--- src/rtl/uart_rx_packet_parser.sv ---
// rtl/uart_rx_packet_parser.sv - frames SYNC/LEN/payload/CHK packets from a UART byte stream
module uart_rx_packet_parser #(
    parameter int           MAX_LEN      = 16,
    parameter int           ADDR_W       = 4,
    parameter logic [7:0]   SYNC_BYTE    = 8'hA5,
    parameter int           TIMEOUT_CLKS = 100000
) (
    input  logic              i_Clock,
    input  logic              reset,
    input  logic              i_Rx_DV,
    input  logic [7:0]        i_Rx_Byte,
    output logic              o_Pkt_Valid,
    output logic [7:0]        o_Pkt_Len,
    input  logic              i_Pkt_Ack,
    input  logic [ADDR_W-1:0] i_Rd_Addr,
    output logic [7:0]        o_Rd_Data,
    output logic              o_Len_Err,
    output logic              o_Chk_Err,
    output logic              o_Timeout_Err,
    output logic              o_Overrun
);

    typedef enum logic [2:0] {HUNT, GET_LEN, GET_PAY, GET_CHK, HOLD} state_t;

    localparam logic [7:0]  MAX_LEN_B = 8'(MAX_LEN);
    localparam logic [31:0] TMO_LAST  = 32'(TIMEOUT_CLKS - 1);

    state_t      r_State, w_Next;
    logic [7:0]  r_Len, r_Chk, r_Idx, r_Pkt_Len, r_Rd_Data;
    logic [31:0] r_Tmo_Cnt;
    logic        r_Pkt_Valid, r_Len_Err, r_Chk_Err, r_Tmo_Err, r_Overrun;
    logic [7:0]  r_Buf [0:(2**ADDR_W)-1];

    logic w_In_Frame, w_Tmo, w_Len_Bad;
    logic w_Len_Err, w_Chk_Err, w_Tmo_Err, w_Overrun;
    logic w_Len_Ok, w_Pay_Wr, w_Accept, w_Release;

    assign w_In_Frame = (r_State == GET_LEN) || (r_State == GET_PAY) || (r_State == GET_CHK);
    // A byte arriving in the expiry cycle takes precedence over the timeout
    assign w_Tmo      = w_In_Frame && !i_Rx_DV && (r_Tmo_Cnt == TMO_LAST);
    assign w_Len_Bad  = (i_Rx_Byte == 8'h00) || (i_Rx_Byte > MAX_LEN_B);

    always_ff @(posedge i_Clock) begin
        if (reset) r_State <= HUNT;
        else       r_State <= w_Next;
    end

    always_comb begin
        w_Next = r_State;
        case (r_State)
            HUNT:    if (i_Rx_DV && i_Rx_Byte == SYNC_BYTE) w_Next = GET_LEN;
            GET_LEN: if (i_Rx_DV)   w_Next = w_Len_Bad ? HUNT : GET_PAY;
                     else if (w_Tmo) w_Next = HUNT;
            GET_PAY: if (i_Rx_DV) begin
                         if (r_Idx == r_Len - 8'd1) w_Next = GET_CHK;
                     end else if (w_Tmo) w_Next = HUNT;
            GET_CHK: if (i_Rx_DV)   w_Next = (i_Rx_Byte == r_Chk) ? HOLD : HUNT;
                     else if (w_Tmo) w_Next = HUNT;
            HOLD:    if (i_Pkt_Ack) w_Next = HUNT;
            default: w_Next = HUNT;
        endcase
    end

    always_comb begin
        w_Len_Err = 1'b0;
        w_Chk_Err = 1'b0;
        w_Tmo_Err = w_Tmo;
        w_Overrun = 1'b0;
        w_Len_Ok  = 1'b0;
        w_Pay_Wr  = 1'b0;
        w_Accept  = 1'b0;
        w_Release = 1'b0;
        case (r_State)
            GET_LEN: begin
                w_Len_Err = i_Rx_DV && w_Len_Bad;
                w_Len_Ok  = i_Rx_DV && !w_Len_Bad;
            end
            GET_PAY: w_Pay_Wr = i_Rx_DV;
            GET_CHK: begin
                w_Accept  = i_Rx_DV && (i_Rx_Byte == r_Chk);
                w_Chk_Err = i_Rx_DV && (i_Rx_Byte != r_Chk);
            end
            HOLD: begin
                w_Overrun = i_Rx_DV;
                w_Release = i_Pkt_Ack;
            end
            default: ;
        endcase
    end

    always_ff @(posedge i_Clock) begin
        if (reset) begin
            r_Len       <= 8'h00;
            r_Chk       <= 8'h00;
            r_Idx       <= 8'h00;
            r_Tmo_Cnt   <= 32'd0;
            r_Pkt_Valid <= 1'b0;
            r_Pkt_Len   <= 8'h00;
            r_Rd_Data   <= 8'h00;
            r_Len_Err   <= 1'b0;
            r_Chk_Err   <= 1'b0;
            r_Tmo_Err   <= 1'b0;
            r_Overrun   <= 1'b0;
        end else begin
            r_Len_Err <= w_Len_Err;
            r_Chk_Err <= w_Chk_Err;
            r_Tmo_Err <= w_Tmo_Err;
            r_Overrun <= w_Overrun;
            if (i_Rx_DV || !w_In_Frame) r_Tmo_Cnt <= 32'd0;
            else                        r_Tmo_Cnt <= r_Tmo_Cnt + 32'd1;
            if (w_Len_Ok) begin
                r_Len <= i_Rx_Byte;
                r_Chk <= i_Rx_Byte;
                r_Idx <= 8'h00;
            end
            if (w_Pay_Wr) begin
                r_Chk <= r_Chk ^ i_Rx_Byte;
                r_Idx <= r_Idx + 8'd1;
            end
            if (w_Accept) begin
                r_Pkt_Valid <= 1'b1;
                r_Pkt_Len   <= r_Len;
            end else if (w_Release) begin
                r_Pkt_Valid <= 1'b0;
            end
            r_Rd_Data <= (9'(i_Rd_Addr) < {1'b0, r_Pkt_Len}) ? r_Buf[i_Rd_Addr] : 8'h00;
        end
    end

    // Payload storage is deliberately left out of reset
    always_ff @(posedge i_Clock) begin
        if (w_Pay_Wr) r_Buf[r_Idx[ADDR_W-1:0]] <= i_Rx_Byte;
    end

    assign o_Pkt_Valid   = r_Pkt_Valid;
    assign o_Pkt_Len     = r_Pkt_Len;
    assign o_Rd_Data     = r_Rd_Data;
    assign o_Len_Err     = r_Len_Err;
    assign o_Chk_Err     = r_Chk_Err;
    assign o_Timeout_Err = r_Tmo_Err;
    assign o_Overrun     = r_Overrun;

endmodule

--- config.mk ---
export PLATFORM = sky130hd
export DESIGN_NAME = uart_rx_packet_parser
export DESIGN_NICKNAME = d
export VERILOG_FILES = /design/src/rtl/uart_rx_packet_parser.sv
export SDC_FILE = /design/constraint.sdc
export NUM_CORES = 1
export LEC_CHECK = 0
export BUFFER_PORTS_ARGS = -buffer_cell sky130_fd_sc_hd__buf_2
export CORE_MARGIN = 3
export CORE_UTILIZATION = 45
export CTS_CLUSTER_SIZE = 8
export DETAILED_ROUTE_END_ITERATION = 12
export PLACE_DENSITY_LB_ADDON = 0.12
export SYNTH_ARGS = -nofsm -noshare
export SYNTH_HDL_FRONTEND = slang
export SYNTH_SLANG_ARGS = --single-unit
--- constraint.sdc ---
create_clock -name i_Clock -period 6.5 [get_ports i_Clock]
set_input_delay 0.975 -clock i_Clock [delete_from_list [all_inputs] [get_ports i_Clock]]
set_output_delay 0.975 -clock i_Clock [all_outputs]
set_load 0.005 [all_outputs]
==> metrics.txt <==
# TYPE chip_impl_metric gauge
chip_impl_metric{name="synth.top_cell.area_share",unit="%"} 43.68
chip_impl_metric{name="global_route_wire_length_before_repair",unit="µm"} 31290
chip_impl_metric{name="grt_max_degree",unit=""} 51
chip_impl_metric{name="synthArstFlopShare",unit="%"} 0
chip_impl_metric{name="timing.critical_path.fanout_max",unit=""} 28
chip_impl_metric{name="report.final.slew_viol_count",unit=""} 0
chip_impl_info{name="status",value="finished, final reports clean"} 1
chip_impl_metric{name="first_pass_iters",unit=""} 5
chip_impl_metric{name="relSlewSlack",unit="%"} 19.36
chip_impl_metric{name="area_growth",unit="%"} 13.91
chip_impl_metric{name="synth_enable_flop_cells",unit=""} 128
chip_impl_metric{name="floorplan.die_area",unit="µm²"} 21270
chip_impl_metric{name="tns",unit="ns"} 0
chip_impl_metric{name="grt.total_usage",unit="%"} 18.51
chip_impl_metric{name="synth_fp_nets",unit=""} 682
chip_impl_metric{name="antennaDiodeCount",unit=""} 0
chip_impl_info{name="crit_start_category",value="input port"} 1
chip_impl_metric{name="postCtsHoldBufs",unit=""} 0
chip_impl_metric{name="totalWireLength",unit="µm"} 19290
chip_impl_metric{name="syn_area_per_cell",unit="µm²"} 13.39
chip_impl_info{name="cts.root.buffer_cell",value="clkbuf_16"} 1
chip_impl_metric{name="chip_height",unit="µm"} 145.8
chip_impl_metric{name="tritoncts_num_sinks",unit=""} 208
chip_impl_info{name="path_class",value="input port to flip-flop"} 1
chip_impl_metric{name="multi_input_logic_area",unit="µm²"} 3132
chip_impl_metric{name="cts.htree.levels",unit=""} 1
chip_impl_metric{name="finalClockSkew",unit="ns"} 0.009925
chip_impl_metric{name="utilization_of_the_core_after_routing",unit="%"} 52.88
chip_impl_metric{name="vias_per_cell",unit=""} 5.609
chip_impl_metric{name="critical_path_required",unit="ns"} 6.98
chip_impl_metric{name="fin_hold_viols",unit=""} 0
chip_impl_metric{name="final_nets",unit=""} 714
chip_impl_metric{name="routabilityCongestion",unit=""} 0.7426
chip_impl_info{name="grt_setup_unrepaired",value="false"} 1
chip_impl_metric{name="floorplan.rows",unit=""} 50
chip_impl_metric{name="synth_area",unit="µm²"} 8800
chip_impl_metric{name="dpl_cell_area",unit="µm²"} 9210
chip_impl_metric{name="pin_count",unit=""} 37
chip_impl_metric{name="cts-buffers-inserted",unit=""} 29
chip_impl_info{name="worst_setup_path_end_kind",value="flip-flop"} 1
chip_impl_metric{name="final.fill_count",unit=""} 1583
chip_impl_info{name="worstPathCellList",value="buf_2 -> nor4_1 -> xnor2_1 -> nand4_2 -> a21boi_0 -> o221a_2"} 1
chip_impl_metric{name="post-route-period-util",unit="%"} 42.28
chip_impl_metric{name="r2r_slack",unit="ns"} 4.00
chip_impl_metric{name="grt_antenna_before_repair",unit=""} 0
chip_impl_metric{name="antenna_violating_nets_post_route",unit=""} 0
chip_impl_metric{name="core_region",unit="µm²"} 18960
chip_impl_info{name="worst_hold_startpoint",value="r_Tmo_Cnt[0]"} 1
chip_impl_metric{name="post_cts_resize_count",unit=""} 0
chip_impl_info{name="regToRegEndpoint",value="r_Buf[5][1]"} 1
chip_impl_info{name="synth.area.top_cells",value="edfxtp_1 44%, dfxtp_1 18%, mux4_2 10%"} 1
chip_impl_metric{name="vdd.ir_drop.worst",unit="µV"} 184.6
chip_impl_metric{name="yosysWarnings",unit=""} 0
chip_impl_metric{name="worstPathBufferInverterCount",unit=""} 1
chip_impl_info{name="hold_path_end",value="r_Tmo_Cnt[0]"} 1
chip_impl_metric{name="postSynthRegisterBits",unit=""} 208
chip_impl_metric{name="worstMarginPinSlew",unit="ns"} 1.205
chip_impl_info{name="netlist_top_cells_count",value="128 x edfxtp_1, 80 x dfxtp_1, 69 x nor2_1"} 1
chip_impl_metric{name="timing.critical_path.arrival",unit="ns"} 3.23
chip_impl_metric{name="finalSetupViolations",unit=""} 0
chip_impl_metric{name="portBuffers",unit=""} 36
chip_impl_info{name="crit_family",value="simple AND/OR/NAND/NOR gates"} 1
chip_impl_metric{name="worst_hold_path.num_cells",unit=""} 1
chip_impl_metric{name="global_route.overflow_total",unit=""} 0
chip_impl_info{name="yosys.cell_count.top_type",value="edfxtp_1"} 1
chip_impl_metric{name="post-route-min-period",unit="ns"} 2.748
chip_impl_metric{name="netlist-cell-type-count",unit=""} 51
chip_impl_metric{name="synthesis.instances",unit=""} 657
chip_impl_metric{name="final_cell_area",unit="µm²"} 10020
chip_impl_metric{name="first_global_vias",unit=""} 5563
chip_impl_metric{name="initial_core_utilization",unit="%"} 46.42
chip_impl_metric{name="clk-insertion-delay-late",unit="ns"} 0.54
chip_impl_info{name="timing.critical_path.slowest_stage_cell",value="nand4_2"} 1
chip_impl_metric{name="leakage",unit="nW"} 3.285
chip_impl_info{name="synth.largest_area_cell",value="edfxtp_1"} 1
chip_impl_metric{name="post-cts-setup-buffers",unit=""} 0
chip_impl_metric{name="ratio_of_total_power_to_cell_area",unit="nW/µm²"} 286.0
chip_impl_metric{name="finalHoldWorstSlack",unit="ns"} 0.4631
chip_impl_metric{name="cpPeakStageDelay",unit="ns"} 0.70
chip_impl_metric{name="via_count",unit=""} 5418
chip_impl_metric{name="die-width",unit="µm"} 145.8
chip_impl_metric{name="dp.final_hpwl",unit="µm"} 12050
chip_impl_metric{name="synth-seq-area-share",unit="%"} 61.88
chip_impl_metric{name="cap_violations",unit=""} 0
chip_impl_metric{name="avgRoutedWirePerCell",unit="µm"} 19.97
chip_impl_info{name="postSynth.topFlopCell",value="edfxtp_1"} 1
chip_impl_metric{name="clk_transition_reported_paths",unit="ns"} 0.05
chip_impl_metric{name="total_area_of_sequential_cells",unit="µm²"} 5445
chip_impl_metric{name="rr_worst_depth",unit=""} 4
chip_impl_info{name="tritoncts_clock_tree",value="done"} 1
chip_impl_metric{name="drt_iter0_drc",unit=""} 374
chip_impl_metric{name="total_power",unit="mW"} 2.867
chip_impl_metric{name="max_freq",unit="MHz"} 363.9
chip_impl_metric{name="layout_cell_share_with_drive_strength_beyond_1",unit="%"} 18.41
chip_impl_metric{name="drt_drc_violations_left",unit=""} 0
chip_impl_info{name="regToRegStartpoint",value="r_State[2]"} 1
chip_impl_metric{name="max-clock-path-buffers",unit=""} 3
chip_impl_info{name="hold_class",value="flip-flop to flip-flop"} 1
-- metal layers --
layer	track usage [%]	routed length, µm	share of wire, %
met1	25.22	8752	45
met5	0	0	0
met3	3.270	741	3.8
met4	4.938	445	2.3
met2	30.89	9350	48
-- per-stage QoR --
step | instances | setup WS, ns
after floorplan | 657 | 3.654
after global placement | 918 | 3.315
after detailed placement | 918 | 3.224
after CTS | 966 | 3.789
after global routing | 966 | 3.497
final | 966 | 3.752
-- kinds of logic after synthesis --
logic type / count (synthesis) / share of synthesized area, %
AO/OA/AOI/OAI: 75 / 5.815
XOR/XNOR: 42 / 4.180
adder cells (fa/ha/maj): 9 / 1.280
buffers and inverters: 64 / 2.957
flip-flops: 208 / 61.88
multiplexers: 53 / 11.72
AND/OR/NAND/NOR: 206 / 12.17
-- worst max path at each step --
stage	from	to	slack, ns	cells after the start
global route	i_Rx_Byte[0]	r_Chk[1]	3.50	6
floorplan	i_Rx_DV	r_Buf[0][0]	3.65	5
global placement	i_Rx_Byte[2]	r_Chk[1]	3.32	5
detailed placement	i_Rx_Byte[2]	r_Chk[3]	3.22	6
CTS	i_Rx_Byte[2]	r_Chk[3]	3.79	6
finish	i_Rx_Byte[2]	r_Chk[3]	3.75	6
-- registers in the layout (all words and copies together), names as in the netlist --
register and flops:
r_Tmo_Cnt 32, o_Pkt_Len 8, o_Overrun 1, r_Buf 128
r_Chk 8, o_Timeout_Err 1, r_Idx 8, o_Chk_Err 1
o_Pkt_Valid 1, o_Len_Err 1, r_Len 8, r_State 3
o_Rd_Data 8
-- power by group --
part,leakage [nW],switching (mW),total (mW),internal [mW]
Combinational,1.10,0.0656,0.111,0.0458
Clock,0.388,0.521,1.34,0.822
Sequential,1.80,0.00471,1.41,1.41
Total,3.29,0.592,2.87,2.28
-- cell usage in the layout (no fill, tap or decap), types with 5 or more instances in the layout --
| master | instances |
|---|---|
| nand2_1 | 26 |
| clkbuf_1 | 18 |
| mux2i_1 | 13 |
| edfxtp_1 | 128 |
| a21oi_1 | 21 |
| nor3_1 | 10 |
| clkbuf_16 | 29 |
| nor3_2 | 5 |
| or4_1 | 5 |
| and4_1 | 5 |
| o221a_2 | 5 |
| a211oi_1 | 11 |
| dfxtp_1 | 80 |
| nand3_1 | 22 |
| nor4_1 | 15 |
| a21boi_0 | 5 |
| buf_4 | 5 |
| xnor2_1 | 31 |
| buf_2 | 36 |
| mux4_2 | 40 |
| a31oi_1 | 7 |
| nor2_1 | 69 |
| xor2_1 | 11 |
| inv_1 | 24 |
| nand4_1 | 12 |
| or3_1 | 8 |
| o21ai_0 | 9 |
| ha_1 | 9 |
-- cell type report --
cell class	instances	share of cell area (%)
repair buffers	41	2.172
clock inverters	1	0.1997
inverters	24	0.8988
clock buffers	47	7.914
flip-flops and latches	208	54.33
well taps	260	3.246
multi-input cells	385	31.24
Note: power is estimated with default switching activity, not from simulation.
